<file path="src/rtl/id_stage_if.sv">
// ID/EX pipeline-register bundle presented by the decode stage.
// The decode stage drives it (master); EX consumes it (slave).
interface id_stage_if;
  logic        valid;
  logic [31:0] pc;
  logic [31:0] instr;
  logic [31:0] rs1_val;
  logic [31:0] rs2_val;
  logic [31:0] imm;
  logic [4:0]  rd;
  logic [4:0]  rs1;
  logic [4:0]  rs2;
  logic [2:0]  funct3;
  logic [3:0]  alu_op;
  logic        alu_src_imm;
  logic        alu_src_pc;
  logic        mem_read;
  logic        mem_write;
  logic        reg_write;
  logic        branch;
  logic        jal;
  logic        jalr;
  logic        illegal;

  modport master (
    output valid, pc, instr,
    output rs1_val, rs2_val, imm,
    output rd, rs1, rs2, funct3,
    output alu_op, alu_src_imm, alu_src_pc,
    output mem_read, mem_write, reg_write,
    output branch, jal, jalr, illegal
  );

  modport slave (
    input valid, pc, instr,
    input rs1_val, rs2_val, imm,
    input rd, rs1, rs2, funct3,
    input alu_op, alu_src_imm, alu_src_pc,
    input mem_read, mem_write, reg_write,
    input branch, jal, jalr, illegal
  );
endinterface

</file>
<file path="src/rtl/id_stage.sv">
// RV32I decode stage: decode, operand read with writeback bypass,
// load-use stall and flush handling, ID/EX pipeline register.
module id_stage #(
  parameter logic [31:0] NOP_INSTR = 32'h00000013
) (
  input  logic        clk,
  input  logic        rst,
  input  logic        if_valid,
  input  logic [31:0] if_pc,
  input  logic [31:0] if_instr,
  input  logic        flush,
  output logic [4:0]  rs1_addr,
  output logic [4:0]  rs2_addr,
  input  logic [31:0] rs1_data,
  input  logic [31:0] rs2_data,
  input  logic        wb_en,
  input  logic [4:0]  wb_addr,
  input  logic [31:0] wb_data,
  output logic        stall,
  id_stage_if.master  ex
);

  typedef struct packed {
    logic        valid;
    logic [31:0] pc;
    logic [31:0] instr;
    logic [31:0] rs1_val;
    logic [31:0] rs2_val;
    logic [31:0] imm;
    logic [4:0]  rd;
    logic [4:0]  rs1;
    logic [4:0]  rs2;
    logic [2:0]  funct3;
    logic [3:0]  alu_op;
    logic        alu_src_imm;
    logic        alu_src_pc;
    logic        mem_read;
    logic        mem_write;
    logic        reg_write;
    logic        branch;
    logic        jal;
    logic        jalr;
    logic        illegal;
  } id_ex_t;

  localparam logic [3:0] ALU_ADD  = 4'd0;
  localparam logic [3:0] ALU_SUB  = 4'd1;
  localparam logic [3:0] ALU_SLL  = 4'd2;
  localparam logic [3:0] ALU_SLT  = 4'd3;
  localparam logic [3:0] ALU_SLTU = 4'd4;
  localparam logic [3:0] ALU_XOR  = 4'd5;
  localparam logic [3:0] ALU_SRL  = 4'd6;
  localparam logic [3:0] ALU_SRA  = 4'd7;
  localparam logic [3:0] ALU_OR   = 4'd8;
  localparam logic [3:0] ALU_AND  = 4'd9;
  localparam logic [3:0] ALU_PASS = 4'd10;

  localparam logic [6:0] OP_LUI    = 7'b0110111;
  localparam logic [6:0] OP_AUIPC  = 7'b0010111;
  localparam logic [6:0] OP_JAL    = 7'b1101111;
  localparam logic [6:0] OP_JALR   = 7'b1100111;
  localparam logic [6:0] OP_BRANCH = 7'b1100011;
  localparam logic [6:0] OP_LOAD   = 7'b0000011;
  localparam logic [6:0] OP_STORE  = 7'b0100011;
  localparam logic [6:0] OP_IMM    = 7'b0010011;
  localparam logic [6:0] OP_REG    = 7'b0110011;

  id_ex_t      r_idex;
  id_ex_t      w_dec;
  id_ex_t      w_bub;
  logic [6:0]  w_opc;
  logic [2:0]  w_f3;
  logic        w_f7b5;
  logic [4:0]  w_rd;
  logic [31:0] w_imm_i;
  logic [31:0] w_imm_s;
  logic [31:0] w_imm_b;
  logic [31:0] w_imm_u;
  logic [31:0] w_imm_j;
  logic [31:0] w_op1;
  logic [31:0] w_op2;
  logic        w_use1;
  logic        w_use2;
  logic        w_wr;
  logic        w_haz;
  logic        w_is_lui;
  logic        w_is_auipc;
  logic        w_is_jal;
  logic        w_is_jalr;
  logic        w_is_br;
  logic        w_is_ld;
  logic        w_is_st;
  logic        w_is_imm;
  logic        w_is_reg;

  function automatic logic [3:0] alu_sel(
    input logic [2:0] f3,
    input logic       alt
  );
    logic [3:0] op;
    op = ALU_ADD;
    case (f3)
      3'b000:  op = alt ? ALU_SUB : ALU_ADD;
      3'b001:  op = ALU_SLL;
      3'b010:  op = ALU_SLT;
      3'b011:  op = ALU_SLTU;
      3'b100:  op = ALU_XOR;
      3'b101:  op = alt ? ALU_SRA : ALU_SRL;
      3'b110:  op = ALU_OR;
      default: op = ALU_AND;
    endcase
    return op;
  endfunction

  assign w_opc    = if_instr[6:0];
  assign w_f3     = if_instr[14:12];
  assign w_f7b5   = if_instr[30];
  assign w_rd     = if_instr[11:7];
  assign rs1_addr = if_instr[19:15];
  assign rs2_addr = if_instr[24:20];

  assign w_imm_i = {{20{if_instr[31]}}, if_instr[31:20]};
  assign w_imm_s = {{20{if_instr[31]}}, if_instr[31:25],
                    if_instr[11:7]};
  assign w_imm_b = {{19{if_instr[31]}}, if_instr[31],
                    if_instr[7], if_instr[30:25],
                    if_instr[11:8], 1'b0};
  assign w_imm_u = {if_instr[31:12], 12'b0};
  assign w_imm_j = {{11{if_instr[31]}}, if_instr[31],
                    if_instr[19:12], if_instr[20],
                    if_instr[30:21], 1'b0};

  assign w_is_lui   = (w_opc == OP_LUI);
  assign w_is_auipc = (w_opc == OP_AUIPC);
  assign w_is_jal   = (w_opc == OP_JAL);
  assign w_is_jalr  = (w_opc == OP_JALR);
  assign w_is_br    = (w_opc == OP_BRANCH);
  assign w_is_ld    = (w_opc == OP_LOAD);
  assign w_is_st    = (w_opc == OP_STORE);
  assign w_is_imm   = (w_opc == OP_IMM);
  assign w_is_reg   = (w_opc == OP_REG);

  // Regfile returns the old value while it is being written.
  always_comb begin
    w_op1 = rs1_data;
    if (rs1_addr == 5'd0)
      w_op1 = '0;
    else if (wb_en && wb_addr == rs1_addr)
      w_op1 = wb_data;
  end

  always_comb begin
    w_op2 = rs2_data;
    if (rs2_addr == 5'd0)
      w_op2 = '0;
    else if (wb_en && wb_addr == rs2_addr)
      w_op2 = wb_data;
  end

  always_comb begin
    w_bub       = '0;
    w_bub.instr = NOP_INSTR;
  end

  always_comb begin
    w_dec         = '0;
    w_use1        = 1'b0;
    w_use2        = 1'b0;
    w_wr          = 1'b0;
    w_dec.valid   = 1'b1;
    w_dec.pc      = if_pc;
    w_dec.instr   = if_instr;
    w_dec.rd      = w_rd;
    w_dec.funct3  = w_f3;
    w_dec.rs1_val = w_op1;
    w_dec.rs2_val = w_op2;
    unique case (1'b1)
      w_is_lui: begin
        w_dec.imm         = w_imm_u;
        w_dec.alu_op      = ALU_PASS;
        w_dec.alu_src_imm = 1'b1;
        w_wr              = 1'b1;
      end
      w_is_auipc: begin
        w_dec.imm         = w_imm_u;
        w_dec.alu_src_imm = 1'b1;
        w_dec.alu_src_pc  = 1'b1;
        w_wr              = 1'b1;
      end
      w_is_jal: begin
        w_dec.imm         = w_imm_j;
        w_dec.alu_src_imm = 1'b1;
        w_dec.alu_src_pc  = 1'b1;
        w_dec.jal         = 1'b1;
        w_wr              = 1'b1;
      end
      w_is_jalr: begin
        w_dec.imm         = w_imm_i;
        w_dec.alu_src_imm = 1'b1;
        w_dec.jalr        = 1'b1;
        w_use1            = 1'b1;
        w_wr              = 1'b1;
      end
      w_is_br: begin
        w_dec.imm    = w_imm_b;
        w_dec.alu_op = ALU_SUB;
        w_dec.branch = 1'b1;
        w_use1       = 1'b1;
        w_use2       = 1'b1;
      end
      w_is_ld: begin
        w_dec.imm         = w_imm_i;
        w_dec.alu_src_imm = 1'b1;
        w_dec.mem_read    = 1'b1;
        w_use1            = 1'b1;
        w_wr              = 1'b1;
      end
      w_is_st: begin
        w_dec.imm         = w_imm_s;
        w_dec.alu_src_imm = 1'b1;
        w_dec.mem_write   = 1'b1;
        w_use1            = 1'b1;
        w_use2            = 1'b1;
      end
      w_is_imm: begin
        w_dec.imm         = w_imm_i;
        w_dec.alu_op      = alu_sel(w_f3,
                              w_f7b5 && w_f3 == 3'b101);
        w_dec.alu_src_imm = 1'b1;
        w_use1            = 1'b1;
        w_wr              = 1'b1;
      end
      w_is_reg: begin
        w_dec.alu_op = alu_sel(w_f3, w_f7b5);
        w_use1       = 1'b1;
        w_use2       = 1'b1;
        w_wr         = 1'b1;
      end
      default: begin
        w_dec.illegal = 1'b1;
      end
    endcase
    w_dec.reg_write = w_wr && (w_rd != 5'd0);
    w_dec.rs1       = w_use1 ? rs1_addr : 5'd0;
    w_dec.rs2       = w_use2 ? rs2_addr : 5'd0;
  end

  // Only used sources can collide with a load in EX.
  assign w_haz = r_idex.valid && r_idex.mem_read &&
                 (r_idex.rd != 5'd0) &&
                 ((w_use1 && r_idex.rd == rs1_addr) ||
                  (w_use2 && r_idex.rd == rs2_addr)) &&
                 if_valid && !flush;

  assign stall = w_haz;

  always_ff @(posedge clk) begin
    if (rst)
      r_idex <= w_bub;
    else if (flush || !if_valid || w_haz)
      r_idex <= w_bub;
    else
      r_idex <= w_dec;
  end

  assign ex.valid       = r_idex.valid;
  assign ex.pc          = r_idex.pc;
  assign ex.instr       = r_idex.instr;
  assign ex.rs1_val     = r_idex.rs1_val;
  assign ex.rs2_val     = r_idex.rs2_val;
  assign ex.imm         = r_idex.imm;
  assign ex.rd          = r_idex.rd;
  assign ex.rs1         = r_idex.rs1;
  assign ex.rs2         = r_idex.rs2;
  assign ex.funct3      = r_idex.funct3;
  assign ex.alu_op      = r_idex.alu_op;
  assign ex.alu_src_imm = r_idex.alu_src_imm;
  assign ex.alu_src_pc  = r_idex.alu_src_pc;
  assign ex.mem_read    = r_idex.mem_read;
  assign ex.mem_write   = r_idex.mem_write;
  assign ex.reg_write   = r_idex.reg_write;
  assign ex.branch      = r_idex.branch;
  assign ex.jal         = r_idex.jal;
  assign ex.jalr        = r_idex.jalr;
  assign ex.illegal     = r_idex.illegal;

endmodule

</file>
<file path="src/flat_wrapper.sv">
// flat-port wrapper written by rule: the top's interface ports become plain ports
module id_stage_flat 
#(
  parameter logic [31:0] NOP_INSTR = 32'h00000013
)
  (clk, rst, if_valid, if_pc, if_instr, flush, rs1_addr, rs2_addr, rs1_data, rs2_data, wb_en, wb_addr, wb_data, stall, ex_valid, ex_pc, ex_instr, ex_rs1_val, ex_rs2_val, ex_imm, ex_rd, ex_rs1, ex_rs2, ex_funct3, ex_alu_op, ex_alu_src_imm, ex_alu_src_pc, ex_mem_read, ex_mem_write, ex_reg_write, ex_branch, ex_jal, ex_jalr, ex_illegal);
  id_stage_if ex_i ();
  input  logic clk;
  input  logic rst;
  input  logic if_valid;
  input  logic [31:0] if_pc;
  input  logic [31:0] if_instr;
  input  logic flush;
  output logic [4:0] rs1_addr;
  output logic [4:0] rs2_addr;
  input  logic [31:0] rs1_data;
  input  logic [31:0] rs2_data;
  input  logic wb_en;
  input  logic [4:0] wb_addr;
  input  logic [31:0] wb_data;
  output logic stall;
  output wire logic [$bits(ex_i.valid)-1:0] ex_valid;
  output wire logic [$bits(ex_i.pc)-1:0] ex_pc;
  output wire logic [$bits(ex_i.instr)-1:0] ex_instr;
  output wire logic [$bits(ex_i.rs1_val)-1:0] ex_rs1_val;
  output wire logic [$bits(ex_i.rs2_val)-1:0] ex_rs2_val;
  output wire logic [$bits(ex_i.imm)-1:0] ex_imm;
  output wire logic [$bits(ex_i.rd)-1:0] ex_rd;
  output wire logic [$bits(ex_i.rs1)-1:0] ex_rs1;
  output wire logic [$bits(ex_i.rs2)-1:0] ex_rs2;
  output wire logic [$bits(ex_i.funct3)-1:0] ex_funct3;
  output wire logic [$bits(ex_i.alu_op)-1:0] ex_alu_op;
  output wire logic [$bits(ex_i.alu_src_imm)-1:0] ex_alu_src_imm;
  output wire logic [$bits(ex_i.alu_src_pc)-1:0] ex_alu_src_pc;
  output wire logic [$bits(ex_i.mem_read)-1:0] ex_mem_read;
  output wire logic [$bits(ex_i.mem_write)-1:0] ex_mem_write;
  output wire logic [$bits(ex_i.reg_write)-1:0] ex_reg_write;
  output wire logic [$bits(ex_i.branch)-1:0] ex_branch;
  output wire logic [$bits(ex_i.jal)-1:0] ex_jal;
  output wire logic [$bits(ex_i.jalr)-1:0] ex_jalr;
  output wire logic [$bits(ex_i.illegal)-1:0] ex_illegal;
  assign ex_valid = ex_i.valid;
  assign ex_pc = ex_i.pc;
  assign ex_instr = ex_i.instr;
  assign ex_rs1_val = ex_i.rs1_val;
  assign ex_rs2_val = ex_i.rs2_val;
  assign ex_imm = ex_i.imm;
  assign ex_rd = ex_i.rd;
  assign ex_rs1 = ex_i.rs1;
  assign ex_rs2 = ex_i.rs2;
  assign ex_funct3 = ex_i.funct3;
  assign ex_alu_op = ex_i.alu_op;
  assign ex_alu_src_imm = ex_i.alu_src_imm;
  assign ex_alu_src_pc = ex_i.alu_src_pc;
  assign ex_mem_read = ex_i.mem_read;
  assign ex_mem_write = ex_i.mem_write;
  assign ex_reg_write = ex_i.reg_write;
  assign ex_branch = ex_i.branch;
  assign ex_jal = ex_i.jal;
  assign ex_jalr = ex_i.jalr;
  assign ex_illegal = ex_i.illegal;
  id_stage #(.NOP_INSTR(NOP_INSTR)) u_core (.clk(clk), .rst(rst), .if_valid(if_valid), .if_pc(if_pc), .if_instr(if_instr), .flush(flush), .rs1_addr(rs1_addr), .rs2_addr(rs2_addr), .rs1_data(rs1_data), .rs2_data(rs2_data), .wb_en(wb_en), .wb_addr(wb_addr), .wb_data(wb_data), .stall(stall), .ex(ex_i));
endmodule
</file>
<file path="config.mk">
export PLATFORM = sky130hd
export DESIGN_NAME = id_stage_flat
export DESIGN_NICKNAME = d
export VERILOG_FILES = /design/src/rtl/id_stage_if.sv /design/src/rtl/id_stage.sv /design/src/flat_wrapper.sv
export SDC_FILE = /design/constraint.sdc
export NUM_CORES = 1
export LEC_CHECK = 0
export BUFFER_PORTS_ARGS = -buffer_cell sky130_fd_sc_hd__buf_2
export CORE_MARGIN = 5
export CORE_UTILIZATION = 30
export CTS_CLUSTER_DIAMETER = 120
export DETAILED_ROUTE_END_ITERATION = 16
export PLACE_DENSITY = 0.6
export SLEW_MARGIN = 10
export SYNTH_ARGS = -nofsm -noshare
export SYNTH_HDL_FRONTEND = slang
export SYNTH_SLANG_ARGS = --single-unit
</file>
<file path="constraint.sdc">
create_clock -name clk -period 1.8 [get_ports clk]
set_clock_uncertainty 0.05 [all_clocks]
set_input_delay 0.09 -clock clk [delete_from_list [all_inputs] [get_ports clk]]
set_output_delay 0.09 -clock clk [all_outputs]
set_load 0.02 [all_outputs]
</file>
# [Yosys cells after proc, flatten, opt, wreduce, memory -nomap -nowiden]
# Cells that the tools add are included.
[totals] ff_bits=192 elab_cells=101 inputBits=170
[op_classes] mux=26 bitwise_logic=2 n_reduce_logical=34 eq_ne=19
[op_table] operator="2-to-1 mux 192 bit" n=1
[op_table] operator="one-hot mux 32 bit (5 select lines)" n=1
[op_table] operator="2-to-1 mux 32 bit" n=4
[op_table] operator="one-hot mux 4 bit (7 select lines)" n=2
[op_table] operator="== test 7 x 6 -> 1 bit (second input constant)" n=3
[op_table] operator="== test 7 bit (second input constant)" n=3
[op_table] operator="== test 5 bit" n=4
[op_table] operator="OR reduction 3 bit" n=6
[op_table] operator="one-hot mux 4 bit (4 select lines)" n=1
[op_table] operator="2-to-1 mux 1 bit" n=15
[op_table] operator="== test 7 x 5 -> 1 bit (second input constant)" n=2
[op_table] operator="OR reduction 7 bit" n=2
[op_table] operator="logical AND 1 bit" n=11
[op_table] operator="zero test 5 bit" n=2
[op_table] operator="2-to-1 mux 5 bit" n=2
[op_table] operator="nonzero test 5 bit" n=2
[op_table] operator="== test 3 bit (second input constant)" n=3
[op_table] operator="OR reduction 9 bit" n=1
[op_table] operator="== test 7 x 2 -> 1 bit (second input constant)" n=1
[op_table] operator="== test 3 x 2 -> 1 bit (second input constant)" n=2
[op_table] operator="OR reduction 2 bit" n=3
[op_table] operator="OR reduction 6 bit" n=1
[op_table] operator="== test 3 x 1 -> 1 bit (second input constant)" n=1
[op_table] operator="zero test 3 bit" n=1
[op_table] operator="3 further kinds" n=7

# [Logic depth before layout (Yosys ltp)]
[logic_depth] depth_word=10 depth_mapped=9

# [Least setup slack after synthesis]
# Ideal clock, no wire load.
[synth_path] kind="register to register" from="register u_core.ex.instr[11] (netlist name)" to="register u_core.r_idex (netlist bit u_core.ex.imm[14])" setup_slack_ns=-0.021 path_buffers=2 arrival_time_ns=1.629 setup_time_ns=0.142 required_ns=1.608 path_stages_with_launch=9 synth_period_minus_slack_ns=1.821 path_cell_list="dfxtp_1 -> xnor2_1 -> nand3_1 -> nor3_1 -> o211ai_4 -> buf_6 -> nand3_2 -> buf_2 -> a21oi_1"
[synth_lines] item="end signal: assignment" line_no="id_stage.sv:259" rtl="r_idex <= w_bub;"
[synth_lines] item="end signal: assignment" line_no="id_stage.sv:261" rtl="r_idex <= w_bub;"
[synth_lines] item="end signal: assignment" line_no="id_stage.sv:263" rtl="r_idex <= w_dec;"
[synth_lines] item="end: declaration" line_no="id_stage.sv:68" rtl="id_ex_t r_idex;"

# [Worst setup path after layout]
[layout_path] from="register u_core.r_idex (netlist bit u_core.ex.rd[1])" to="output stall"
[layout_between] elab_chain_cells=6
[layout_lines] item="== test 5 bit, on equally long branches" line_no="id_stage.sv:251, id_stage.sv:252"
[layout_lines] item="logical AND 1 bit, on equally long branches" line_no="id_stage.sv:251, id_stage.sv:252"
[layout_lines] item="logical OR 1 bit" line_no="id_stage.sv:251" rtl="((w_use1 && r_idex.rd == rs1_addr) ||"
[layout_lines] item="logical AND 1 bit (*)" line_no="id_stage.sv:250" rtl="(r_idex.rd != 5'd0) &&"
[layout_lines] item="logical AND 1 bit (*)" line_no="id_stage.sv:252" rtl="(w_use2 && r_idex.rd == rs2_addr)) &&"
[layout_lines] item="logical AND 1 bit (*)" line_no="id_stage.sv:253" rtl="if_valid && !flush;"
[layout_lines] item="end: declaration" line_no="flat_wrapper.sv:21" rtl="output logic stall;"
# Mark *: on every way between the ends. The rest lies on a longest branch, timed or not.

==> results.txt <==
status: complete, but fails checks
failing checks: setup timing
# IOs: 373
Syn Inst Count: 624
final net count: 1,392
drt initial violations: 352
Synth top area share: 0.5712
R2R Path End: u_core.ex.mem_read
clock-pin slew on the worst setup and hold paths: 0.08 ns
H-tree levels: 4
Core ar.: 0.02109 mm2
hold endpoint: u_core.ex.rs2_val[0]
Worst Path Arrival: 1.72 ns
Die X-Extent: 156.6 um
Netlist Area Pre-Place: 0.006449 mm2
first-pass GRT wire length: 41,450 um
CP top delay family: flip-flops
Pleak: 0.005755 uW
Power per Cell Area: 771.6 mW/mm2
Max Clk Rate: 0.5383 GHz
non-filler cells, final: 1,513
Async SR Flop Fraction: 0
pins over their slew limit: 0
HPWL reported at the end of detailed placement: 19,390 um
Port Buffers: 372
final setup vio count: 15
CP Buf/Inv Count: 3
sequential share of the synthesized area: 0.5712
Die Area: 0.02453 mm2
Cells after DPL: 1,279
total track usage: 0.2189
most common cell in the netlist: dfxtp_1
R2R Setup Slk: -0.03 ns
number of global-route vias before repair: 7,354
R2R depth: 8
number of max-cap violations: 0
crit path launch type: flip-flop
Critical Path End Type: output port
Tot Pwr: 8966 uW
Die Ht: 156.6 um
crit-path most repeated cell: buf_6
top cells by count, synth: 184 x dfxtp_1, 82 x nor2_1, 79 x and3_1, 65 x mux2i_1, 31 x nand2_1
post-route ant nets: 0
fin crit period: 1.858 ns
drt total wl: 28,400 um
Hold Fails Final Rpt: 0
area grow syn2layout: 80.19%
max_slew headroom: 0.6317
post-synth top area cell: dfxtp_1
Slew @ Worst Pin: 0.5519 ns
Synth Warn #: 0
fin util: 0.5510
final RePlAce weighted congestion: 0.8858
hold_sp: wb_data[0]
synthesized flop and latch total: 184
syn nets: 794
CTS tree: built
number of flops mapped to enable cells by yosys: 0
final worst setup slack: -0.05770 ns
drt pass-1 iters: 4
root buffer cell: clkbuf_16
HP Class: primary input to flip-flop
worst-case vdd ir drop: 0.0005887 V
Worst path slowest cell: dfxtp_2
clock sink total: 184
# rows: 53
crit path kind: flip-flop to output port
Crit Path Max Fanout: 5
initial antenna violation count: 3
RSZ-0062 raised after global routing: true
Via density: 4.535
WL per Instance: 18.77 um
CTS max path bufs: 2
hold depth: 3
DRC Markers: 0
number of distinct library cells after synthesis: 46
Synth Flop Type: dfxtp_1
share of layout cells above drive strength 1: 0.4121
peak per-stage delay on the critical path: 0.38 ns
WP data required: 1.66 ns
TritonCTS Buffers: 17
largest net degree at the start of global routing: 41
reg2reg start: u_core.ex.rd[2]
period utilisation layout: 1.032
Area contributors post-synth: dfxtp_1 57%, mux2i_1 10%, and3_1 7.7%
Initial Util: 0.3058
total congestion overflow: 0
clk_lat worst skew: 0.42 ns
Cell Chain, Critical Path: xnor2_1, nand3_1, nor3_2, o211ai_4, buf_6, inv_2, buf_6
Mean Syn Cell Area: 10.33 um2
vias: 6,861
[registers in the layout (all words and copies together) (netlist names), 2 cells and up]
| signal | cells |
|---|---|
| u_core.ex.imm | 32 |
| u_core.ex.pc | 32 |
| u_core.ex.rs1_val | 32 |
| u_core.ex.rs2_val | 32 |
| u_core.ex.instr | 26 |
| u_core.ex.rs1 | 5 |
| u_core.ex.rs2 | 5 |
| u_core.ex.alu_op | 4 |
| u_core.ex.rd | 4 |
| u_core.ex.funct3 | 2 |
[stage by stage]
| step | area [um2] | setup TNS, ns | setup WS, ns | hold WS, ns |
|---|---|---|---|---|
| 6_report | 11620 | -0.2019 | -0.05770 | 0.003794 |
| 5_1_grt | 11620 | -6.536 | -0.1643 | 0.03886 |
| 4_1_cts | 11440 | -0.8771 | -0.07994 | 0.007030 |
| 3_5_place_dp | 8980 | -1.625 | -0.1035 | 0.2660 |
| 3_3_place_gp | 8980 | -0.2256 | -0.05812 | 0.2630 |
| 2_1_floorplan | 6452 | 0 | 0.06804 | 0.1415 |
[worst reg2reg max path, stage by stage, from the launching register on]
cell and delay (ns):
dfxtp_2 0.35, xor2_1 0.18, nor3_1 0.07, and4_4 0.15, o211ai_4 0.21, buf_6 0.20
nand2_1 0.10, buf_4 0.22, nor4_1 0.22
[report_power, final]
group | internal [uW] | switching (uW)
Sequential | 4150 | 25.2
Combinational | 672 | 585
Clock | 1820 | 1710
[cells in the final DEF (no fill, tap or decap), types with 3 or more instances in the layout]
cell type        n
dfxtp_1        181
nor4_1           3
a22oi_1          5
xnor2_1          7
dlygate4sd3_1  187
buf_6            5
nor2_1          82
clkbuf_16       21
buf_2          370
nand2b_1         5
clkinvlp_4       4
and3_1          77
xor2_1          13
o211ai_4         3
inv_8            4
mux2i_1         65
or4_1            3
diode_2          3
nand2_1         31
buf_4           64
nand3_1          8
buf_12          11
o21ai_0          5
dfxtp_2          3
a21oi_1         28
nor3_1           5
[timing repair]
item | CTS | global route
endpoints found under the setup margin | 94 | 160
buffers inserted | 2 | 5
hold endpoints to repair | 153 | 4
pin swaps | 3 | 0
gates cloned | 0 | 5
hold buffers | 188 | 4
gates resized for setup | 6 | 8
[final cells by class]
cell class | instances | area, um2
antenna | 3 | 7.507
multi-input combinational | 374 | 2434
sequential | 184 | 3687
timing repair buffer | 642 | 4588
clock buffer | 19 | 432.9
clock inverter | 13 | 115.1
tap | 275 | 344.1
inverter | 3 | 11.26
fill | 1857 | 9468
[worst max path at each step]
stage / depth (start not counted) / startpoint / end / slack, ns
2_1_floorplan: 8 / u_core.ex.rd[3] / u_core.ex.imm[14] / 0.07
3_3_place_gp: 7 / u_core.ex.rd[2] / u_core.ex.alu_op[1] / -0.06
3_5_place_dp: 7 / u_core.ex.rd[2] / u_core.ex.alu_op[1] / -0.10
4_1_cts: 7 / u_core.ex.instr[11] / stall / -0.08
5_1_grt: 7 / u_core.ex.instr[11] / stall / -0.16
6_report: 7 / u_core.ex.rd[1] / stall / -0.06
[routing by layer]
| layer | vias to the layer above | GRT usage | wire length (um) | part of all wire |
|---|---|---|---|---|
| li1 | 3301 | - | - | - |
| met1 | 3188 | 0.2487 | 10630 | 0.37 |
| met2 | 322 | 0.3892 | 14460 | 0.51 |
| met3 | 50 | 0.06112 | 2370 | 0.083 |
| met4 | 0 | 0.08388 | 932 | 0.033 |
| met5 | - | 0 | 0 | 0 |
[kinds of logic after synthesis]
logic type / count (synthesis) / share of synthesized area
DFF: 184 / 0.5712
xor gates and xnor gates: 20 / 0.02716
AOI/OAI and AO/OA: 52 / 0.05239
and+or+nand+nor: 236 / 0.1884
buffers and inverters: 66 / 0.05821
muxes: 66 / 0.1026
(Power assumes the default switching activity.)
